--- src/rtl/iterative_output_divider.sv ---
// Multi-cycle unsigned restoring divider: y / b and y % b through a start/done handshake.
// One quotient bit is resolved per clock while in CALC; all outputs come straight from registers.
module iterative_output_divider #(
  parameter int INPUT_WIDTH  = 14,
  parameter int OUTPUT_WIDTH = 28
) (
  input  logic                    clk,
  input  logic                    reset,
  input  logic                    start,
  input  logic [OUTPUT_WIDTH-1:0] y,
  input  logic [INPUT_WIDTH-1:0]  b,
  output logic                    busy,
  output logic                    done,
  output logic [OUTPUT_WIDTH-1:0] quotient,
  output logic [INPUT_WIDTH-1:0]  remainder,
  output logic                    div_by_zero
);

  localparam int CNT_W = (OUTPUT_WIDTH > 1) ? $clog2(OUTPUT_WIDTH) : 1;
  localparam logic [CNT_W-1:0] LAST_ITER = CNT_W'(OUTPUT_WIDTH - 1);

  typedef enum logic [1:0] {
    IDLE = 2'd0,
    CALC = 2'd1,
    DONE = 2'd2
  } state_t;

  state_t                  state;
  state_t                  state_next;
  logic [INPUT_WIDTH:0]    part_rem;
  logic [INPUT_WIDTH:0]    rem_next;
  logic [OUTPUT_WIDTH-1:0] dvd;
  logic [OUTPUT_WIDTH-1:0] dvd_next;
  logic [INPUT_WIDTH-1:0]  divisor;
  logic [CNT_W-1:0]        count;
  logic                    accept;
  logic                    zero_div;
  logic                    last_iter;
  logic                    load_result;
  logic [INPUT_WIDTH+1:0]  shifted;
  logic [INPUT_WIDTH+1:0]  trial;
  logic                    q_bit;

  // One restoring step: the extra top bit of shifted/trial exposes the borrow.
  always_comb begin
    shifted  = {part_rem, dvd[OUTPUT_WIDTH-1]};
    trial    = shifted - {2'b00, divisor};
    q_bit    = ~trial[INPUT_WIDTH+1];
    rem_next = q_bit ? trial[INPUT_WIDTH:0] : shifted[INPUT_WIDTH:0];
    dvd_next = {dvd[OUTPUT_WIDTH-2:0], q_bit};
  end

  always_comb begin
    accept    = start && ((state == IDLE) || (state == DONE));
    zero_div  = (b == '0);
    last_iter = (state == CALC) && (count == LAST_ITER);
  end

  always_ff @(posedge clk or negedge reset) begin
    if (!reset) begin
      state <= IDLE;
    end else begin
      state <= state_next;
    end
  end

  always_comb begin
    state_next  = state;
    load_result = 1'b0;
    case (state)
      IDLE: begin
        if (start) begin
          state_next  = zero_div ? DONE : CALC;
          load_result = zero_div;
        end
      end
      CALC: begin
        if (last_iter) begin
          state_next  = DONE;
          load_result = 1'b1;
        end
      end
      DONE: begin
        if (start) begin
          state_next  = zero_div ? DONE : CALC;
          load_result = zero_div;
        end else begin
          state_next = IDLE;
        end
      end
      default: begin
        state_next = IDLE;
      end
    endcase
  end

  always_ff @(posedge clk or negedge reset) begin
    if (!reset) begin
      dvd         <= '0;
      divisor     <= '0;
      part_rem    <= '0;
      count       <= '0;
      busy        <= 1'b0;
      done        <= 1'b0;
      quotient    <= '0;
      remainder   <= '0;
      div_by_zero <= 1'b0;
    end else begin
      busy <= (state_next == CALC);
      done <= load_result;

      if (accept) begin
        dvd      <= y;
        divisor  <= b;
        part_rem <= '0;
        count    <= '0;
      end else if (state == CALC) begin
        dvd      <= dvd_next;
        part_rem <= rem_next;
        count    <= count + CNT_W'(1);
      end

      // A zero divisor is reported without iterating: saturated quotient, zero remainder.
      if (load_result) begin
        if (state == CALC) begin
          quotient    <= dvd_next;
          remainder   <= rem_next[INPUT_WIDTH-1:0];
          div_by_zero <= 1'b0;
        end else begin
          quotient    <= '1;
          remainder   <= '0;
          div_by_zero <= 1'b1;
        end
      end
    end
  end

endmodule

--- config.mk ---
export PLATFORM = sky130hd
export DESIGN_NAME = iterative_output_divider
export DESIGN_NICKNAME = d
export VERILOG_FILES = /design/src/rtl/iterative_output_divider.sv
export SDC_FILE = /design/constraint.sdc
export NUM_CORES = 1
export LEC_CHECK = 0
export BUFFER_PORTS_ARGS = -buffer_cell sky130_fd_sc_hd__clkbuf_2
export CORE_MARGIN = 3
export CORE_UTILIZATION = 45
export CTS_BUF_LIST = sky130_fd_sc_hd__clkbuf_4
export CTS_CLUSTER_DIAMETER = 30
export DETAILED_ROUTE_END_ITERATION = 7
export PLACE_DENSITY = 0.73
export SLEW_MARGIN = 20
export SYNTH_ARGS = -nofsm -noshare
export SYNTH_HDL_FRONTEND = slang
export SYNTH_SLANG_ARGS = --single-unit
--- constraint.sdc ---
create_clock -name clk -period 4.7 [get_ports clk]
set_input_delay 0.47 -clock clk [delete_from_list [all_inputs] [get_ports clk]]
set_output_delay 0.47 -clock clk [all_outputs]
set_load 0.01 [all_outputs]
==> flow_summary.yaml <==
sta:
  clock_skew_ns: 0.0111
  finalSetupViolCount: 0
  max_freq_mhz: 330
  relSlewSlack_pct: 35.6
  setup_tns_ns: 0
  worst_pin_slew_ns: 0.965
  drv_slew: 0
  fin_crit_sh_pct: 64.4
  period_minus_slack_ns: 3.03
  hold_violations: 0
  finalWorstSetupSlack_ns: 1.67
  rsz0062_at_grt: "no"
worst_setup_path:
  crit_end: "part_rem[0]"
  crit_type: "flip-flop to flip-flop"
  ff2ff_path_depth: 7
  start_kind: "flip-flop"
  cp_max_fo: 24
  worstPathRequired_ns: 5.06
  arrival_ns: 3.38
  reg2reg_from: "part_rem[9]"
  rrSetupSlack_ns: 1.67
  cp-startpoint: "part_rem[9]"
  critPathCaptureType: "flip-flop"
  r2r-end: "part_rem[0]"
floorplan:
  initial_utilization_pct: 47.2
  die_area_mm2: 0.0130
  io_pins: 90
  die_w_um: 114
  row_count: 38
  fp.coreArea_mm2: 0.0111
  die_height_um: 114
pwr:
  p_switching_mw: 2.11
  vdd_drop_max_v: 0.000333
  powerDensity_mw_per_mm2: 804
  pwr-share-clk_pct: 10.6
  total_leakage_power_nw: 2.85
  comb_power_share_pct: 54.0
  pwr-share-seq_pct: 35.5
  p_int_mw: 2.64
  power_switching_share_pct: 44.4
clocking:
  path_clk_slew_ns: 0.16
  cts_buffers: 9
  cts_hold_buf: 0
  clock_latency_ns: 0.45
  h-tree-depth: 3
  clock_path_buffers: 2
  clockRootBuffer: "clkbuf_4"
  cts_sinks: 109
  cts-resized-gates: 0
  postCtsSetupRepairBufs: 0
  tritoncts: "done"
logic_synthesis:
  synth.ff_latch_count: 109
  synth_enable_flop_cells: 0
  synth_warnings: 0
  netlist_area_mm2: 0.00523
  synth_fp_nets: 585
  synth-main-ff-cell: "dfrtp_1"
  synthArstFlopShare_pct: 100
  ys_types: 56
  avgSynthCellArea_um2: 10.0
  synth_top_area_share_pct: 52.1
  synth_top_cell_by_area: "dfrtp_1"
  ys_seq_area_share_pct: 52.1
  synthCells: 523
  ys_top_cells_by_area: "dfrtp_1, nand2_1, o22a_1"
detailed_routing:
  routed-wl-met2_um: 5640
  wl_per_cell_um: 16.9
  wl_met3_um: 959
  drt-met1-wl_um: 5760
  top_layer_used: "met4"
  detail_route.iter0.violations: 260
  num_vias: 4239
  antenna_left: 0
  drt-total-wl_um: 12500
  first_pass_iters: 4
  via_per_inst: 5.74
  drc: 0
place:
  port_buffers: 89
  gp_congestion: 0.921
  dp_hpwl_um: 8600
  dp_worst_setup_slack_ns: 1.77
  place_area_mm2: 0.00575
  placedCellCount: 723
grt:
  grt_pass1_wl_um: 21000
  grt_pass1_vias: 4224
  grt-ovfl-total: 0
  antenna_found_initial: 0
  grt_use_total_pct: 19.8
  grt_start_max_net_pins: 61
finish:
  antennaDiodeCount: 0
  fillers: 1003
  drive_above_1_share_pct: 20.2
  fin_cells: 739
  syn_to_final_growth_pct: 12.9
  final_cell_mix: "dfrtp_1, nand2_1, clkbuf_2"
  final_area_mm2: 0.00591
  final_nets: 656
  layout_commonest_cell: "dfrtp_1"
run_status:
  status: "completed"
flow_run:
  max_cap_viol_count: 0
hold_path:
  hp-class: "input port to asynchronous set/reset pin"
## worst min path at each step
stage | slack [ns] | end | start
2_1_floorplan | 0.17 | busy | reset
3_3_place_gp | 0.47 | quotient[18] | quotient[18]
3_5_place_dp | 0.48 | quotient[4] | quotient[4]
4_1_cts | 0.08 | quotient[4] | reset
5_1_grt | 0.08 | divisor[6] | reset
6_report | 0.06 | divisor[12] | reset
## power groups by stage
stage	logic (mW)	registers [mW]	clock network, mW
after global placement	2.44	1.69	0
after global routing	2.86	1.74	0.554
after CTS	2.54	1.68	0.519
after floorplan	1.93	1.67	0
final	2.56	1.68	0.502
after detailed placement	2.52	1.70	0
## critical path, cell delays in order (launching register included)
cell and delay (ns):
dfrtp_1 0.46, ha_1 0.44, a21oi_1 0.26, o21ai_0 0.24
or3_4 0.40, o211ai_4 0.65, mux2i_1 0.22, a22o_1 0.27
## flip-flops by register name (all words and copies together) (netlist names)
signal	count
dvd	28
quotient	28
part_rem	15
divisor	14
remainder	14
count	5
state	2
busy	1
div_by_zero	1
done	1
## layer usage
layer	vias to the layer above	GRT usage [%]
li1	2005	-
met1	2063	28.7
met2	158	30.7
met3	13	4.88
met4	0	4.04
met5	-	0
## metrics by stage
step | util [%] | power, mW | hold WS (ns)
detailed placement | 51.9 | 4.22 | 0.480
finish | 53.3 | 4.75 | 0.0581
CTS | 53.3 | 4.74 | 0.0758
global route | 53.3 | 5.16 | 0.0771
global placement | 51.9 | 4.13 | 0.471
floorplan | - | 3.61 | 0.174
## kinds of logic after synthesis
group                    share of synthesized area (%)
XOR/XNOR                                          1.84
buffers and inverters                             4.45
flip-flops                                        52.1
AND/OR/NAND/NOR                                   14.2
multiplexers                                      2.13
AO/OA/AOI/OAI                                     21.0
adder cells (fa/ha/maj)                           4.21
## synthesized netlist by cell type (all sizes together) (2+ instances only)
cell      n
nand2   104
mux2i    10
o21a      2
nand2b    6
or4       2
a22o      7
dfrtp   109
buf      11
or2       3
o211ai    7
xor2      2
a22oi    27
o31ai     2
a31oi     2
clkbuf   23
nand3    10
o21ai    40
ha       16
a21o      5
inv      19
nor2b     4
nor2     16
a21oi    19
a211oi    3
nor3      7
nor4      4
xnor2     9
nand4     4
a32oi     3
o22a     27
## layout make-up
| cell class | count | area, um^2 | area share, % |
|---|---|---|---|
| timing repair buffer | 94 | 485 | 8.22 |
| inverter | 19 | 71.3 | 1.21 |
| sequential | 109 | 2730 | 46.2 |
| multi-input combinational | 361 | 2290 | 38.8 |
| clock inverter | 6 | 82.6 | 1.40 |
| tap | 140 | 175 | 2.97 |
| clock buffer | 10 | 75.1 | 1.27 |
No activity file was read; power rests on OpenSTA's default activity.
